## src/rtl/feeder_pkg.sv

```systemverilog
// Shared types and width helpers for the skewed systolic-array operand feeder.
package feeder_pkg;

  typedef enum logic [1:0] {IDLE, ISSUE, GAP, DRAIN} state_t;

  localparam int DEF_DATA_SIZE = 32;
  typedef logic [DEF_DATA_SIZE-1:0] word_t;

  // Word address into the MxM operand store (at least one bit).
  function automatic int addr_w(input int m);
    return (m * m > 1) ? $clog2(m * m) : 1;
  endfunction

  // Fetch pointer reaches M*M after the last group, so it needs one extra code.
  function automatic int ptr_w(input int m);
    return $clog2(m * m + 1);
  endfunction

endpackage

```

## src/rtl/skew_delay_line.sv

```systemverilog
// Stallable data+valid delay line; DEPTH=0 is a straight wire.
module skew_delay_line #(
  parameter int DEPTH     = 1,
  parameter int DATA_SIZE = 32
) (
  input  logic                 clk,
  input  logic                 reset,
  input  logic                 enable,
  input  logic                 in_valid,
  input  logic [DATA_SIZE-1:0] in_data,
  output logic                 out_valid,
  output logic [DATA_SIZE-1:0] out_data
);

  generate
    if (DEPTH == 0) begin : g_wire
      assign out_valid = in_valid;
      assign out_data  = in_data;
    end else begin : g_pipe
      logic [DEPTH-1:0]                vld_pipe;
      logic [DEPTH-1:0][DATA_SIZE-1:0] dat_pipe;

      always_ff @(posedge clk or posedge reset) begin
        if (reset) begin
          vld_pipe <= '0;
          dat_pipe <= '0;
        end else if (enable) begin
          vld_pipe[0] <= in_valid;
          dat_pipe[0] <= in_data;
          for (int s = 1; s < DEPTH; s++) begin
            vld_pipe[s] <= vld_pipe[s-1];
            dat_pipe[s] <= dat_pipe[s-1];
          end
        end
      end

      assign out_valid = vld_pipe[DEPTH-1];
      assign out_data  = dat_pipe[DEPTH-1];
    end
  endgenerate

endmodule

```

## src/rtl/skewed_data_feeder.sv

```systemverilog
// Streams an MxM operand matrix into a systolic array edge, one row group per
// fetch at a programmable interval, with lane i skewed by i cycles.
module skewed_data_feeder
  import feeder_pkg::*;
#(
  parameter int MATRIX_SIZE = 2,
  parameter int DATA_SIZE   = DEF_DATA_SIZE,
  parameter int INTERVAL_W  = 4
) (
  input  logic                          clk,
  input  logic                          reset,
  input  logic                          enable,
  input  logic                          wr_en,
  input  logic [addr_w(MATRIX_SIZE)-1:0] wr_addr,
  input  logic [DATA_SIZE-1:0]          wr_data,
  input  logic                          start,
  input  logic [INTERVAL_W-1:0]         interval,
  output logic                          busy,
  output logic                          done,
  output logic [MATRIX_SIZE-1:0]        data_valid_out,
  output logic [DATA_SIZE-1:0]          data_out [MATRIX_SIZE-1:0]
);

  localparam int WORDS = MATRIX_SIZE * MATRIX_SIZE;
  localparam int AW    = addr_w(MATRIX_SIZE);
  localparam int PW    = ptr_w(MATRIX_SIZE);
  localparam int DW    = $clog2(MATRIX_SIZE) + 1;
  // One counter serves both the inter-fetch gap and the drain count.
  localparam int CW    = (INTERVAL_W > DW) ? INTERVAL_W : DW;
  localparam int LAST  = WORDS - MATRIX_SIZE;

  state_t                state, state_n;
  logic [PW-1:0]         ptr, ptr_n;
  logic [CW-1:0]         cnt, cnt_n;
  logic [INTERVAL_W-1:0] ivl, ivl_n;
  logic                  done_n;
  logic                  issue;

  logic [DATA_SIZE-1:0]  dmem [WORDS];

  always_ff @(posedge clk) begin
    if (wr_en && enable && state == IDLE)
      dmem[wr_addr] <= wr_data;
  end

  always_ff @(posedge clk or posedge reset) begin
    if (reset) begin
      state <= IDLE;
      ptr   <= '0;
      cnt   <= '0;
      ivl   <= '0;
      done  <= 1'b0;
    end else begin
      state <= state_n;
      ptr   <= ptr_n;
      cnt   <= cnt_n;
      ivl   <= ivl_n;
      done  <= done_n;
    end
  end

  always_comb begin
    state_n = state;
    ptr_n   = ptr;
    cnt_n   = cnt;
    ivl_n   = ivl;
    done_n  = 1'b0;
    issue   = 1'b0;
    if (enable) begin
      case (state)
        IDLE: begin
          if (start) begin
            state_n = ISSUE;
            ivl_n   = interval;
            ptr_n   = '0;
          end
        end
        ISSUE: begin
          issue = 1'b1;
          ptr_n = ptr + PW'(MATRIX_SIZE);
          if (ptr == PW'(LAST)) begin
            state_n = DRAIN;
            cnt_n   = CW'(MATRIX_SIZE - 1);
          end else if (ivl != '0) begin
            state_n = GAP;
            cnt_n   = CW'(ivl) - CW'(1);
          end
        end
        GAP: begin
          if (cnt == '0) state_n = ISSUE;
          else           cnt_n   = cnt - CW'(1);
        end
        DRAIN: begin
          if (cnt == '0) begin
            state_n = IDLE;
            done_n  = 1'b1;
          end else begin
            cnt_n = cnt - CW'(1);
          end
        end
        default: state_n = IDLE;
      endcase
    end
  end

  assign busy = (state != IDLE);

  generate
    for (genvar i = 0; i < MATRIX_SIZE; i++) begin : g_lane
      logic [AW-1:0]        addr;
      logic                 s0_vld;
      logic [DATA_SIZE-1:0] s0_data;
      logic                 lane_vld;
      logic [DATA_SIZE-1:0] lane_data;

      assign addr = AW'(ptr + PW'(i));

      always_ff @(posedge clk or posedge reset) begin
        if (reset) begin
          s0_vld  <= 1'b0;
          s0_data <= '0;
        end else if (enable) begin
          s0_vld  <= issue;
          s0_data <= issue ? dmem[addr] : '0;
        end
      end

      skew_delay_line #(.DEPTH(i), .DATA_SIZE(DATA_SIZE)) u_skew (
        .clk      (clk),
        .reset    (reset),
        .enable   (enable),
        .in_valid (s0_vld),
        .in_data  (s0_data),
        .out_valid(lane_vld),
        .out_data (lane_data)
      );

      // Stages hold during a stall, but nothing is presented downstream.
      assign data_valid_out[i] = enable & lane_vld;
      assign data_out[i]       = (enable && lane_vld) ? lane_data : '0;
    end
  endgenerate

endmodule

```

## config.mk

```make
export PLATFORM = sky130hd
export DESIGN_NAME = skewed_data_feeder
export DESIGN_NICKNAME = d
export VERILOG_FILES = /design/src/rtl/feeder_pkg.sv /design/src/rtl/skew_delay_line.sv /design/src/rtl/skewed_data_feeder.sv
export SDC_FILE = /design/constraint.sdc
export NUM_CORES = 1
export LEC_CHECK = 0
export CAP_MARGIN = 5
export CELL_PAD_IN_SITES_DETAIL_PLACEMENT = 0
export CELL_PAD_IN_SITES_GLOBAL_PLACEMENT = 1
export CORE_MARGIN = 1.5
export CORE_UTILIZATION = 30
export DETAILED_ROUTE_END_ITERATION = 12
export GPL_ROUTABILITY_DRIVEN = 0
export PLACE_DENSITY_LB_ADDON = 0.08
export SETUP_SLACK_MARGIN = 0.5
export SYNTH_ARGS = -nofsm -noshare
export SYNTH_HDL_FRONTEND = slang
export SYNTH_SLANG_ARGS = --single-unit
```

## constraint.sdc

```tcl
create_clock -name clk -period 3.7 [get_ports clk]
set_input_delay 0.925 -clock clk [delete_from_list [all_inputs] [get_ports clk]]
set_output_delay 0.925 -clock clk [all_outputs]
set_load 0.02 [all_outputs]
```

==> run_results.csv, run 1 <==
group,metric,value,unit
sta,worst_slack,0.578,ns
logic_synthesis,syn_area_per_cell,14.5,sq um
clock_network,h-tree-depth,1,
clock_network,cts_tree,"yes",
logic_synthesis,yosysWarnings,0,
sta,tightest_slew,0.881,ns
sta,finalSetupViolCount,0,
place,placed_cell_area,11000,sq um
run,maxCapViolations,0,
routing,routed_wl,21200,um
critical_path,critPathMaxFanout,42,
critical_path,worstSetupPathType,"input pin to output port",
floorplan,die_w,179,um
sta,fmax,320,MHz
logic_synthesis,synth-xor-area-share,0.281,%
global_routing,grt.met2_usage,21.9,%
critical_path,critPathCaptureType,"output port",
layout,finalInstanceArea,11900,sq um
critical_path,cpMaxStageDelayCell,"clkdlybuf4s50_1",
logic_synthesis,syn_area,9340,sq um
place,dpl_worst_slack,0.506,ns
routing,dr.pass1.iters,4,
power_and_ir_drop,cellLeakagePower,4.88,nW
clock_network,cts_buffer_depth,3,
clock_network,clk_latency,0.53,ns
sta,skew,0.0106,ns
sta,fin_setup_tns,0,ns
critical_path,worstPathCellList,"buf_8 > buf_12 > and3_1 > clkdlybuf4s50_1",
global_routing,use_met3,2.13,%
status,status,"finished, final reports clean",
floorplan,ioPinCount,111,
routing,ant_nets,0,
place,hpwl,12600,um
layout,drive_gt1_share,13.8,%
clock_network,cts.sinks,239,
critical_path,start_kind,"input pin",
layout,final_common_cell,"edfxtp_1",
global_routing,grt_overflow,0,
logic_synthesis,synth_simple_gate_area_share,6.22,%
routing,viasPerCell,4.59,
logic_synthesis,synth.area.mux_share,11.6,%
critical_path,cpPeakStageDelay,0.60,ns
global_routing,grt_max_degree,68,
sta,slew_viol_final,0,
floorplan,core-area,30600,sq um
logic_synthesis,ys_types,31,
routing,wl_per_cell,18.0,um
place,numPortBuffers,110,
clock_network,path_clk_slew,0.06,ns
power_and_ir_drop,p_per_area,598,nW/um^2
floorplan,placementRows,64,
place,place_inst,1125,
layout,diodes,0,
floorplan,start_util,30.5,%
logic_synthesis,synth_compound_area_share,5.32,%
sta,hold_viol,0,
logic_synthesis,synth_top_family_by_area,"multiplexers",
logic_synthesis,ys_ff_latch,239,
clock_network,cts-root-buf,"clkbuf_16",
global_routing,grt_use_total,13.2,%
critical_path,crit_required,2.77,ns
routing,drc,0,
layout,post-route-util,38.9,%
layout,nets,806,
layout,instances_no_fill,1176,
routing,vias,5399,
layout,syn_to_final_growth,27.4,%
critical_path,cpLargestDelayFamily,"buffers and inverters",
global_routing,grt_pass1_vias,5743,
global_routing,grt_pass1_wl,33600,um
sta,slew_headroom,41.2,%
global_routing,grt.met1_usage,17.7,%
logic_synthesis,ys_seq_area_share,70.9,%
logic_synthesis,synth_fa_ha_area_share,0.536,%
critical_path,critical_path_buf_inv_count,3,
critical_path,worstPathArrival,2.20,ns
layout,final_cell_mix,"edfxtp_1, dfrtp_1, clkdlybuf4s50_1",
layout,nFillCells,2912,
sta,post-route-min-period,3.12,ns
logic_synthesis,synth_fp_nets,691,
global_routing,antenna_found_initial,0,
floorplan,die_h,179,um
sta,rsz0062_at_grt,"true",
power_and_ir_drop,ir_worst_vdd,0.000313,V
global_routing,top_usage_layer,"met2",
routing,drtIter0Drc,229,
sta,fin_crit_sh,84.4,%
worst_hold_path,hold_path_class,"flop to flop",
clock_network,cts_made_buffers,27,
floorplan,die_area,32200,sq um
logic_synthesis,netlist_instances,644,
## timing repair
action | CTS | global route
gates resized for setup | 3 | 4
setup buffers | 0 | 1
endpoints found under the hold margin | 0 | 0
setup endpoints to repair | 42 | 41
hold buffers | 0 | 0
## layout make-up
type                            instances  area, sq um  share of cell area (%)
Tap cell                              396          495                    4.17
Clock buffer                           35          716                    6.02
Inverter                               74          282                    2.37
Sequential cell                       239         6630                    55.7
Clock inverter                         15          184                    1.55
Timing Repair Buffer                  130         1310                    11.0
Multi-Input combinational cell        287         2270                    19.1
## final timing paths
| kind | depth (start not counted) | startpoint | endpoint | slack [ns] |
|---|---|---|---|---|
| setup / recovery | 4 | enable | data_out[51] | 0.58 |
| hold / removal | 2 | ptr[2]$_DFFE_PP0P_ | ptr[2]$_DFFE_PP0P_ | 0.50 |
| setup reg to reg | 4 | state[1]$_DFFE_PP0P_ | dmem[3][18]$_DFFE_PP_ | 1.47 |
| hold reg to reg | 2 | ptr[2]$_DFFE_PP0P_ | ptr[2]$_DFFE_PP0P_ | 0.50 |
| max in group asynchronous | 3 | reset | ivl[0]$_DFFE_PP0P_ | 2.11 |
| min in group asynchronous | 2 | reset | g_lane[1].u_skew.out_data[26]$_DFFE_PP0P_ | 0.80 |
## state kept, by name, indices dropped and copies added, names as in the netlist, 2 cells and up
signal,count
ptr,2
g_lane.s0_data,64
dmem,128
state,2
cnt,4
g_lane.u_skew.out_data,32
ivl,4
## cells by family after synthesis
group                    after synthesis
AO/OA/AOI/OAI                         80
XOR/XNOR                               3
adder cells (fa/ha/maj)                4
buffers and inverters                118
flip-flops                           239
multiplexers                         103
AND/OR/NAND/NOR                       97
## Yosys cell counts
cell type	count	area share [%]
nor2_1	6	0.24
a32o_1	1	0.11
nor3_1	4	0.21
a21o_1	1	0.080
buf_6	1	0.12
and3_1	69	4.6
edfxtp_1	128	41
and4bb_1	2	0.27
ha_1	4	0.54
mux2_4	2	0.32
mux2_2	36	4.3
o21ai_0	8	0.43
a31oi_1	1	0.067
xor2_1	3	0.28
a21oi_1	3	0.16
nand2b_1	2	0.13
o22ai_1	64	4.3
nor2b_1	1	0.067
and2_1	2	0.13
buf_2	16	0.86
a41oi_1	1	0.094
clkbuf_1	26	1.0
nand3b_1	1	0.080
mux2i_1	65	7.0
buf_4	1	0.080
nand2_1	8	0.32
nand3_1	1	0.054
a22o_1	1	0.094
nor3b_1	1	0.080
dfrtp_1	111	30
inv_1	74	3.0
## where the power goes
part	switching, mW	total (mW)	internal [mW]	leakage, nW
logic	0.557	1.10	0.546	1.79
clock network	1.05	2.69	1.64	0.434
registers	0.240	3.32	3.08	2.66
total	1.84	7.11	5.27	4.88
## metal layers
metal	part of all wire (%)	vias up	routed length, um
met5	0	-	0
met3	3.1	35	660
met4	3.0	0	627
met1	47	2717	9850
li1	-	2553	-
met2	47	94	10000
## metrics by stage
step	power (mW)	hold slack [ns]
2_1_floorplan	4.12	0.450
3_3_place_gp	4.48	0.465
3_5_place_dp	4.51	0.489
4_1_cts	7.24	0.504
5_1_grt	7.49	0.512
6_report	7.11	0.497
## worst min-delay path, delay by kind of cell, from the launching register on
kind / cells / cell delay, ns
DFF: 1 / 0.34
and+or+nand+nor: 1 / 0.05
AOI/OAI and AO/OA: 1 / 0.07
(Power assumes the default switching activity.)
==> run 2, diff against run 1 <==
- clock period: 3.7 -> 2.9 ns (I/O delays scaled with it)
==> run 2 against run 1 <==
  * Cell count rose by 0.68%
  * Global-route usage up 0.51 points
  * Combinational power is 35% higher
  * Via count rose by 1.7%
  * Non-clock buffer count rose by 8
  * Hold slack lost 0.0011 ns
  * Flip-flop and latch count stayed put
  * Sequential share of layout area is 0.70 points lower
  * Critical path type unchanged
  * Critical endpoint is now data_out[31]
  * Largest cell class unchanged
==> run_results.csv, run 2 (synthesized netlist as in run 1, its figures left out) <==
group,metric,value,unit
status,status,"finished, final reports clean",
sta,slew_headroom,57.9,%
critical_path,critical_path_buf_inv_count,3,
critical_path,crit_path_start,"enable",
floorplan,ioPinCount,111,
global_routing,grt_max_degree,34,
routing,dr.pass1.iters,4,
sta,fin_crit_sh,83.1,%
global_routing,grt_pass1_wl,34600,um
power_and_ir_drop,cellLeakagePower,5.09,nW
global_routing,grt_use_total,13.7,%
place,hpwl,13200,um
floorplan,start_util,30.5,%
critical_path,cpMaxStageDelayCell,"clkdlybuf4s15_1",
layout,final_common_cell,"edfxtp_1",
layout,syn_to_final_growth,29.0,%
floorplan,die_h,179,um
routing,drc,0,
power_and_ir_drop,p_per_area,774,nW/um^2
critical_path,worstPathCellList,"buf_4 > buf_12 > and3_1 > clkdlybuf4s15_1",
layout,largest_reg_flops,128,
floorplan,core-area,30600,sq um
routing,ant_nets,0,
sta,fmax,415,MHz
critical_path,path_depth,4,
layout,largest-register,"dmem",
routing,drtIter0Drc,223,
floorplan,placementRows,64,
critical_path,cpPeakStageDelay,0.33,ns
layout,nets,814,
critical_path,cpLargestDelayFamily,"buffers and inverters",
critical_path,reg2reg_from,"ptr[1]$_DFFE_PP0P_",
floorplan,die_area,32200,sq um
run,maxCapViolations,0,
layout,drive_gt1_share,17.7,%
layout,final_cell_mix,"edfxtp_1, dfrtp_1, inv_1",
power_and_ir_drop,ir_worst_vdd,0.000394,V
power_and_ir_drop,totalPowerFinal,9.33,mW
clock_network,h-tree-depth,1,
place,numPortBuffers,110,
sta,slew_viol_final,0,
sta,fin_setup_tns,0,ns
critical_path,start_kind,"input pin",
critical_path,rrSetupSlack,0.84,ns
routing,wl_per_cell,18.4,um
sta,skew,0.00570,ns
clock_network,clk_latency,0.52,ns
sta,post-route-min-period,2.41,ns
critical_path,critPathMaxFanout,20,
routing,routed_wl,21800,um
critical_path,crit_path_end,"data_out[31]",
global_routing,grt_overflow,0,
routing,vias,5493,
clock_network,cts_tree,"yes",
floorplan,die_w,179,um
sta,hold_viol,0,
clock_network,cts-root-buf,"clkbuf_16",
critical_path,crit_required,2.17,ns
clock_network,cts_made_buffers,27,
global_routing,antenna_found_initial,0,
clock_network,cts_buffer_depth,3,
clock_network,cts.sinks,239,
routing,viasPerCell,4.64,
sta,finalSetupViolCount,0,
sta,rsz0062_at_grt,"true",
critical_path,worstSetupPathType,"input pin to output port",
critical_path,rr_endpoint,"cnt[0]$_DFFE_PP0P_",
sta,tightest_slew,0.630,ns
critical_path,critPathCaptureType,"output port",
clock_network,hold_buffers,0,
global_routing,grt_pass1_vias,5857,
critical_path,rr_worst_depth,5,
clock_network,path_clk_slew,0.06,ns
worst_hold_path,hold_path_class,"flop to flop",
critical_path,worstPathArrival,1.68,ns
## run 2: worst reg2reg max path: stages, from the launching register on
cell,delay (ns)
dfrtp_4,0.74
ha_1,0.34
nor2_1,0.10
nand2_1,0.12
and3_1,0.31
mux2_4,0.32
## run 2: worst min-delay path by stage
stage	start	to	cells past startpoint
after global placement	ptr[2]$_DFFE_PP0P_	ptr[2]$_DFFE_PP0P_	2
after global routing	g_lane[1].u_skew.out_data[29]$_DFFE_PP0P_	g_lane[1].u_skew.out_data[29]$_DFFE_PP0P_	1
after CTS	g_lane[1].s0_data[23]$_DFFE_PP0P_	g_lane[1].u_skew.out_data[23]$_DFFE_PP0P_	1
final	ptr[2]$_DFFE_PP0P_	ptr[2]$_DFFE_PP0P_	2
after floorplan	ptr[2]$_DFFE_PP0P_	ptr[2]$_DFFE_PP0P_	2
after detailed placement	g_lane[1].s0_data[23]$_DFFE_PP0P_	g_lane[1].u_skew.out_data[23]$_DFFE_PP0P_	1
## run 2: what timing repair did
action,4_1_cts,5_1_grt
endpoints found under the hold margin,0,0
resized for setup,91,44
pin swaps,0,0
buffers inserted,2,0
endpoints found under the setup margin,66,47
gates cloned,1,0
## run 2: power breakdown
| group | internal [mW] | leakage (nW) | switching (mW) |
|---|---|---|---|
| combinational | 0.729 | 1.97 | 0.758 |
| sequential | 3.93 | 2.66 | 0.293 |
| clock | 2.30 | 0.467 | 1.32 |
## run 2: through the flow
step | cell area [sq um] | hold slack, ns | setup WS, ns | util, % | std cells
3_3_place_gp | 11100 | 0.466 | 0.215 | 36.4 | 1131
4_1_cts | 12100 | 0.502 | 0.465 | 39.5 | 1183
2_1_floorplan | 9350 | 0.450 | 0.105 | - | 644
6_report | 12000 | 0.495 | 0.490 | 39.4 | 1184
3_5_place_dp | 11100 | 0.487 | 0.209 | 36.4 | 1131
5_1_grt | 12000 | 0.511 | 0.458 | 39.4 | 1183
## run 2: final cells by class
class	instances	area, sq um
Antenna cell	1	2.50
Clock buffer	32	724
Clock inverter	17	230
Fill cell	2869	18500
Inverter	74	282
Multi-Input combinational cell	287	2280
Sequential cell	239	6630
Tap cell	396	495
Timing Repair Buffer	138	1410
## run 2: metal layers
layer	wire length, um	GRT usage (%)	vias up
met5	0	0	-
met4	322	3.13	0
met3	911	2.45	27
met2	10100	22.3	114
met1	10400	19.0	2773
li1	-	-	2579
==> run 3, diff against run 2 <==
- clock period: 2.9 -> 2.02 ns (I/O delays scaled with it)
==> run 3 against run 2 <==
  * The run now ends with setup timing left
  * Cell count is 5.4% higher
  * Global-route usage is 1.0 points higher
  * Power increased by 47%
  * Setup slack worse by 0.54 ns
==> run_results.csv, run 3 (synthesized netlist as in run 1, its figures left out) <==
group,metric,value,unit
sta,slew_headroom,65.8,%
layout,final_common_cell,"edfxtp_1",
clock_network,cts-root-buf,"clkbuf_16",
critical_path,rrSetupSlack,0.18,ns
routing,vias,5764,
layout,nFillCells,2781,
critical_path,start_kind,"flop",
routing,viasPerCell,4.62,
global_routing,grt_pass1_vias,6197,
sta,tightest_slew,0.513,ns
routing,wl_per_cell,18.9,um
routing,dr.pass1.iters,4,
global_routing,grt_pass1_wl,36400,um
routing,drc,0,
global_routing,grt_overflow,0,
routing,routed_wl,23600,um
floorplan,core-area,30600,sq um
power_and_ir_drop,p_per_area,1030,nW/um^2
worst_hold_path,hold_path_class,"input pin to async pin",
sta,post-route-min-period,2.07,ns
floorplan,die_h,179,um
critical_path,worstSetupPathType,"flop to output port",
layout,nets,877,
sta,hold_viol,0,
clock_network,h-tree-depth,1,
critical_path,critPathMaxFanout,5,
floorplan,die_area,32200,sq um
sta,worst_slack,-0.0472,ns
floorplan,start_util,30.5,%
critical_path,worstPathArrival,1.56,ns
critical_path,reg2reg_from,"state[1]$_DFFE_PP0P_",
clock_network,cts_tree,"yes",
floorplan,die_w,179,um
layout,final_cell_mix,"edfxtp_1, dfrtp_1, inv_1",
layout,drive_gt1_share,39.0,%
critical_path,critPathCaptureType,"output port",
sta,skew,0.0133,ns
global_routing,grt_use_total,14.7,%
power_and_ir_drop,ir_worst_vdd,0.000676,V
layout,largest_reg_flops,128,
floorplan,ioPinCount,111,
place,hpwl,13500,um
sta,rsz0062_at_grt,"true",
floorplan,placementRows,64,
critical_path,crit_required,1.51,ns
clock_network,cts_buffer_depth,3,
run,maxCapViolations,0,
clock_network,path_clk_slew,0.06,ns
critical_path,rr_worst_depth,9,
status,status,"complete, but fails checks",
clock_network,clk_latency,0.53,ns
place,numPortBuffers,110,
clock_network,cts.sinks,239,
power_and_ir_drop,cellLeakagePower,5.48,nW
sta,slew_viol_final,0,
status,violations,"setup timing",
global_routing,antenna_found_initial,0,
sta,fmax,484,MHz
place,dpl_worst_slack,-0.225,ns
layout,largest-register,"dmem",
sta,fin_crit_sh,102,%
clock_network,cts_made_buffers,28,
layout,syn_to_final_growth,42.0,%
layout,post-route-util,43.3,%
routing,ant_nets,0,
sta,finalSetupViolCount,13,
routing,drtIter0Drc,237,
critical_path,rr_endpoint,"dmem[1][15]$_DFFE_PP_",
global_routing,grt_max_degree,67,
layout,diodes,0,
run 3: area by class of cell:
cell class,count,area [sq um],area share (%)
clock buffers,42,855,6.45
inverters,74,282,2.12
clock inverters,10,73.8,0.557
repair buffers,200,2360,17.8
flip-flops and latches,239,6630,50.0
well taps,396,495,3.74
multi-input cells,287,2560,19.3
run 3: worst max path at each step:
stage | slack, ns | depth (start not counted) | startpoint | endpoint
global placement | -0.23 | 4 | enable | data_out[13]
finish | -0.05 | 4 | g_lane[1].s0_vld$_DFFE_PP0P_ | data_out[15]
CTS | -0.08 | 4 | g_lane[1].s0_vld$_DFFE_PP0P_ | data_out[4]
floorplan | -0.06 | 3 | enable | dmem[0][0]$_DFFE_PP_
global route | -0.09 | 4 | g_lane[1].s0_vld$_DFFE_PP0P_ | data_out[4]
detailed placement | -0.22 | 4 | enable | data_out[13]
run 3: critical path, cell delays in order, from the launching register on:
cell,delay (ns)
dfrtp_2,0.45
buf_12,0.15
buf_16,0.14
and3_4,0.17
buf_6,0.12
run 3: timing repair:
action	4_1_cts	5_1_grt
setup buffers	24	4
pin swaps	10	15
cloned	11	3
setup endpoints to repair	199	208
hold buffers	0	0
resized for setup	373	63
run 3: metrics by stage:
| step | total power [mW] | setup TNS [ns] | hold WS, ns | area (sq um) | instances |
|---|---|---|---|---|---|
| after floorplan | 7.58 | -1.89 | 0.450 | 9480 | 644 |
| after global placement | 8.38 | -12.45 | 0.467 | 11400 | 1154 |
| after detailed placement | 8.43 | -13.92 | 0.480 | 11400 | 1154 |
| after CTS | 13.8 | -1.50 | 0.450 | 12900 | 1241 |
| after global routing | 14.4 | -1.88 | 0.466 | 13300 | 1248 |
| final | 13.7 | -0.401 | 0.444 | 13300 | 1248 |
run 3: where the power goes:
group	switching [mW]	internal (mW)	total (mW)
sequential	0.304	5.64	5.94
combinational	1.39	1.46	2.85
clock	1.90	3.03	4.92
total	3.59	10.1	13.7
run 3: layer usage:
metal | track usage, % | vias to the layer above | routed length, um
met3 | 2.45 | 37 | 813
li1 | - | 2720 | -
met5 | 0 | - | 0
met2 | 25.1 | 94 | 11700
met1 | 19.0 | 2913 | 10500
met4 | 4.57 | 0 | 578
